===== config.mk =====
export PLATFORM = sky130hd
export DESIGN_NAME = gate_sequencer
export DESIGN_NICKNAME = d
export VERILOG_FILES = /design/src/rtl/gate_sequencer.sv
export SDC_FILE = /design/constraint.sdc
export NUM_CORES = 1
export LEC_CHECK = 0
export CAP_MARGIN = 10
export CORE_MARGIN = 4
export CORE_UTILIZATION = 64
export DETAILED_ROUTE_END_ITERATION = 16
export GPL_ROUTABILITY_DRIVEN = 0
export PLACE_DENSITY_LB_ADDON = 0.05
export SYNTH_ARGS = -nofsm -noshare
export SYNTH_HDL_FRONTEND = slang
export SYNTH_SLANG_ARGS = --single-unit

===== constraint.sdc =====
create_clock -name clk -period 11.1 [get_ports clk]
set_input_delay 3.33 -clock clk [delete_from_list [all_inputs] [get_ports clk]]
set_output_delay 3.33 -clock clk [all_outputs]
set_load 0.01 [all_outputs]

===== src/rtl/gate_sequencer.sv =====
// gate_sequencer
//   Step sequencer that produces a registered gate for an envelope generator.
//   Each step lasts max(tempo_rate,1) x 256 clocks; a step whose pattern bit
//   is set raises gate from elapsed 2 up to 2 + gate_len x rate_eff (clipped
//   by the step end). Step parameters are latched when a step starts, so
//   mid-step input changes only take effect at the next step.
//
//   Optional feature: define GATE_SEQ_SWING_EN to enable swing. Even steps are
//   then lengthened and odd steps shortened by swing[7:1] x rate_eff clocks.
//   Without the macro the swing input is ignored.
//
// Ports
//   clk        in   system clock
//   rst_n      in   asynchronous active-low reset
//   run        in   level, sequencer runs while high (starts on rising edge)
//   sync       in   one-cycle restart pulse (ignored while stopped)
//   tempo_rate in 8 step period = max(tempo_rate,1) x 256 clocks
//   pattern    in 8 bit n set -> step n fires a gate
//   length     in 3 sequence length = length+1 steps
//   gate_len   in 8 gate-high time = gate_len x rate_eff clocks
//   swing      in 8 swing amount (only used with GATE_SEQ_SWING_EN)
//   gate       out  registered gate
//   step_idx   out 3 current step
//   step_tick  out  one-cycle pulse at every step start
//   running    out  sequencer active
module gate_sequencer (
    input  logic       clk,
    input  logic       rst_n,
    input  logic       run,
    input  logic       sync,
    input  logic [7:0] tempo_rate,
    input  logic [7:0] pattern,
    input  logic [2:0] length,
    input  logic [7:0] gate_len,
    input  logic [7:0] swing,
    output logic       gate,
    output logic [2:0] step_idx,
    output logic       step_tick,
    output logic       running
);

`ifdef GATE_SEQ_SWING_EN
    // A swung even step can reach 65280 + 32385 clocks, beyond 16 bits.
    localparam int EW = 17;
`else
    localparam int EW = 16;
`endif

    typedef enum logic {
        ST_STOP = 1'b0,
        ST_RUN  = 1'b1
    } state_t;

    state_t          state_q, state_d;
    logic [EW-1:0]   elapsed_q, elapsed_d;
    logic [2:0]      step_idx_q, step_idx_d;
    logic            step_tick_q, step_tick_d;
    logic            gate_q, gate_d;
    logic            run_prev_q, run_prev_d;
    logic [7:0]      rate_q, rate_d;
    logic [7:0]      glen_q, glen_d;
    logic            pat_q, pat_d;
    logic            start_step;
    logic [15:0]     step_period;
    logic [EW-1:0]   step_len;
    logic [EW-1:0]   step_last;
    logic [15:0]     gate_prod;
    logic [16:0]     gate_end;
    logic [16:0]     elapsed_x;

    assign step_period = {rate_q, 8'h00};

`ifdef GATE_SEQ_SWING_EN
    logic [6:0]  swing_q, swing_d;
    logic [14:0] swing_ext;
    logic        unused_swing_lsb;

    assign unused_swing_lsb = swing[0];
    assign swing_ext        = {8'd0, swing_q} * {7'd0, rate_q};
    // Odd steps give back exactly what the preceding even step borrowed.
    assign step_len = step_idx_q[0] ? ({1'b0, step_period} - {2'b00, swing_ext})
                                    : ({1'b0, step_period} + {2'b00, swing_ext});
`else
    logic unused_swing;

    assign unused_swing = ^swing;
    assign step_len     = step_period;
`endif

    assign step_last = step_len - {{(EW-1){1'b0}}, 1'b1};

    always_comb begin
        state_d     = state_q;
        elapsed_d   = elapsed_q;
        step_idx_d  = step_idx_q;
        step_tick_d = 1'b0;
        run_prev_d  = run;
        start_step  = 1'b0;

        case (state_q)
            ST_STOP: begin
                // A sync coinciding with the rising edge is just this start.
                if (run && !run_prev_q) begin
                    state_d     = ST_RUN;
                    elapsed_d   = '0;
                    step_idx_d  = 3'd0;
                    step_tick_d = 1'b1;
                    start_step  = 1'b1;
                end
            end
            ST_RUN: begin
                if (!run) begin
                    // Stop wins over a simultaneous sync; step_idx holds.
                    state_d = ST_STOP;
                end else if (sync) begin
                    elapsed_d   = '0;
                    step_idx_d  = 3'd0;
                    step_tick_d = 1'b1;
                    start_step  = 1'b1;
                end else if (elapsed_q == step_last) begin
                    elapsed_d   = '0;
                    // Compare with >= so a length shrunk below step_idx wraps.
                    step_idx_d  = (step_idx_q >= length) ? 3'd0 : step_idx_q + 3'd1;
                    step_tick_d = 1'b1;
                    start_step  = 1'b1;
                end else begin
                    elapsed_d = elapsed_q + {{(EW-1){1'b0}}, 1'b1};
                end
            end
            default: state_d = ST_STOP;
        endcase

        rate_d = rate_q;
        glen_d = glen_q;
        pat_d  = pat_q;
`ifdef GATE_SEQ_SWING_EN
        swing_d = swing_q;
`endif
        if (start_step) begin
            rate_d = (tempo_rate == 8'd0) ? 8'd1 : tempo_rate;
            glen_d = gate_len;
            pat_d  = pattern[step_idx_d];
`ifdef GATE_SEQ_SWING_EN
            swing_d = swing[7:1];
`endif
        end

        // Gate is computed from next-cycle values so the output is registered.
        gate_prod = {8'd0, glen_d} * {8'd0, rate_d};
        gate_end  = {1'b0, gate_prod} + 17'd2;
        elapsed_x = 17'(elapsed_d);
        gate_d    = (state_d == ST_RUN) && pat_d &&
                    (elapsed_x >= 17'd2) && (elapsed_x < gate_end);
    end

    always_ff @(posedge clk or negedge rst_n) begin
        if (!rst_n) begin
            state_q     <= ST_STOP;
            elapsed_q   <= '0;
            step_idx_q  <= 3'd0;
            step_tick_q <= 1'b0;
            gate_q      <= 1'b0;
            run_prev_q  <= 1'b0;
            rate_q      <= 8'd0;
            glen_q      <= 8'd0;
            pat_q       <= 1'b0;
`ifdef GATE_SEQ_SWING_EN
            swing_q     <= 7'd0;
`endif
        end else begin
            state_q     <= state_d;
            elapsed_q   <= elapsed_d;
            step_idx_q  <= step_idx_d;
            step_tick_q <= step_tick_d;
            gate_q      <= gate_d;
            run_prev_q  <= run_prev_d;
            rate_q      <= rate_d;
            glen_q      <= glen_d;
            pat_q       <= pat_d;
`ifdef GATE_SEQ_SWING_EN
            swing_q     <= swing_d;
`endif
        end
    end

    assign gate      = gate_q;
    assign step_idx  = step_idx_q;
    assign step_tick = step_tick_q;
    assign running   = (state_q == ST_RUN);

endmodule


==> results.md <==
* Outcome: finished, final reports clean
* Ys async rst share at 100.0%
* Hold Fails Final Rpt at 0
* Worst Setup End Kind: register
* Register Area at 0.001001 mm^2
* Initial antenna violation count at 0
* FILL cells at 542
* Initial Utilization at 66.63%
* Reg-to-Reg End: gate
* Core area at 0.007331 mm^2
* Finished Layout Cells at 720
* R2r worst-path depth at 31
* Post-Place Worst Slack at 562.7 ps
* Synth cell types at 66
* Placed Cells at 712
* Hold path endpoint: pat_q
* Sequential area share after synthesis at 20.49%
* CTS Buf Count at 5
* CP arrival at 10400 ps
* Final Max Slew Viols at 0
* Clock Sinks at 40
* Critical path peak fanout at 18
* Yosys top cell by area: dfrtp_1
* Most used cell, CP: inv_1
* F_max at 97.64 MHz
* RSZ-0062 raised after global routing: false
* Tot GR Track Use at 28.51%
* Worst setup SP type: input port
* Hold path cells at 2
* Gr ovfl total at 0
* Fin crit period at 10240 ps
* Top_reg_cell synth: dfrtp_1
* Row count at 31
* DRT Wirelength at 11950 um
* CTS Root Buffer Type: clkbuf_8
* R2r startpoint: rate_q[2]
* Vias per cell at 5.938
* Later-pin clock latency in the skew report at 300 ps
* H-tree Lvls at 2
* CTS tree: yes
* #FFs+latches synth at 40
* Area Overhead vs Synth at 14.16%
* Slowest CP cell: or4_1
* Clock skew at 15.89 ps
* Slew at the pin with the worst max-slew slack at 1001 ps
* Most common cell in the netlist: inv_1
* Initial DRC Count at 156
* Setup bufs post-CTS at 0
* WS Path Type: in -> reg
* TNS Setup at 0 ps
* Worst path max stage delay at 560 ps
* Slew headroom at 32.93%
* Post-CTS Resized at 0
* Synth warnings at 0
* EDFF count, synth at 0
* Die Area at 0.009094 mm^2
* Top cells by area, synth: dfrtp_1 20%, ha_1 15%, fa_1 15%
* Diodes inserted at 0
* Fin worst setup slack at 858.4 ps
* Layout cells sized above 1 at 7.246%
* Peak VDD IR at 0.3802 mV
* Leak at 2.816 nW
* Die width at 95.37 um
* Final setup violation count at 0
* Mapped cell area at 0.004885 mm^2
* CTS Hold Bufs at 0
* HP Class: reg -> reg
* Reg2Reg Setup Slack at 2640 ps
* Synth cell count leaders: 89 x inv_1, 82 x nor2_1, 60 x ha_1
* HPWL after DPL at 10080 um
* Max-cap violations at 0
* Port Buffers at 36
* DRC viols at 0
* Post-Syn Instances at 569
* Fin nets at 756
* Worst Path Required at 11260 ps
* Syn_nets at 705
* Hold path start: pat_q
* ANT nets after route at 0
* Bufs on Longest Clock Path at 2
* Fin crit share at 92.27%
* Multi-input gate area at 0.003486 mm^2
* Boundary Pins at 45
* Pwr dens at 242.6 mW/mm^2
* Vias in the first global route at 4518
* Clock transition at path regs at 90 ps
* Routed WL per cell at 16.60 um
* Mean Syn Cell Area at 8.585 um^2
* Total vias in the final route at 4275
* Die Span Y at 95.37 um
* First-pass GRT wire length at 20360 um
* Pin count of the biggest net entering global routing at 41
* Share of the synthesized area in the top cell type at 20.49%
* Drt pass-1 iters at 5
[registers in the layout, indices dropped and copies added, names as in the netlist]
signal / flops
elapsed_q: 16
glen_q: 8
rate_q: 8
step_idx: 3
gate: 1
pat_q: 1
run_prev_q: 1
running: 1
step_tick: 1
[critical path: cells and delay by family]
kind	cells	cell delay, ps
AOI/OAI and AO/OA	11	1800
xor gates and xnor gates	1	240
adders and majority gates	6	2590
buffers and inverters	9	1460
and+or+nand+nor	4	930
[cell families (layout without fill, tap and decap cells)]
logic type | Yosys count | count (layout) | share of synthesized area [%]
AND/OR/NAND/NOR | 183 | 183 | 17.26
AO/OA/AOI/OAI | 103 | 103 | 14.86
buffers and inverters | 103 | 155 | 8.145
adder cells (fa/ha/maj) | 97 | 97 | 30.53
flip-flops | 40 | 40 | 20.49
XOR/XNOR | 28 | 28 | 5.021
multiplexers | 15 | 15 | 3.688
[layout make-up]
cell class              count  area share, %
flip-flops and latches     40          17.95
well taps                  99          2.221
repair buffers             57          9.199
multi-input cells         426          62.51
clock buffers               5          1.234
inverters                  90          6.058
clock inverters             3         0.8302
[layout by cell type, fill, tap and decap left out, drive strengths merged, types with 19 or more instances in the layout]
master          n
inv            90
nor2           82
ha             60
dfrtp          40
nand2          38
fa             37
clkdlybuf4s50  35
buf            22
o21ai          21
a21oi          19
[report_power, final]
group          switching (mW)  total (mW)  internal (mW)
Combinational           0.621        1.06          0.437
Clock                  0.0564       0.124         0.0678
Sequential             0.0119       0.170          0.158
[through the flow]
stage               cell area, um^2  total power, mW  utilization (%)  hold WS, ps
floorplan                      4885           0.9445                -        450.3
global placement               5461            1.172            74.50        479.1
global route                   5577            1.522            76.07        543.1
detailed placement             5461            1.232            74.50        483.0
CTS                            5577            1.364            76.07        503.7
finish                         5577            1.353            76.07        502.2
[worst max path at each step]
stage | cells past startpoint | endpoint | startpoint | slack, ps
4_1_cts | 31 | gate | run | 860
3_3_place_gp | 29 | gate | run | 720
2_1_floorplan | 31 | gate | run | 1360
3_5_place_dp | 29 | gate | run | 560
6_report | 31 | gate | run | 860
5_1_grt | 29 | gate | run | 420
[layer usage]
metal	vias to the layer above	wire, um	track usage, %
met5	-	0	0
met4	0	331	12.02
met3	32	483	2.841
met2	126	6318	51.84
met1	2087	4815	34.11
li1	2030	-	-
(Power assumes the default switching activity.)
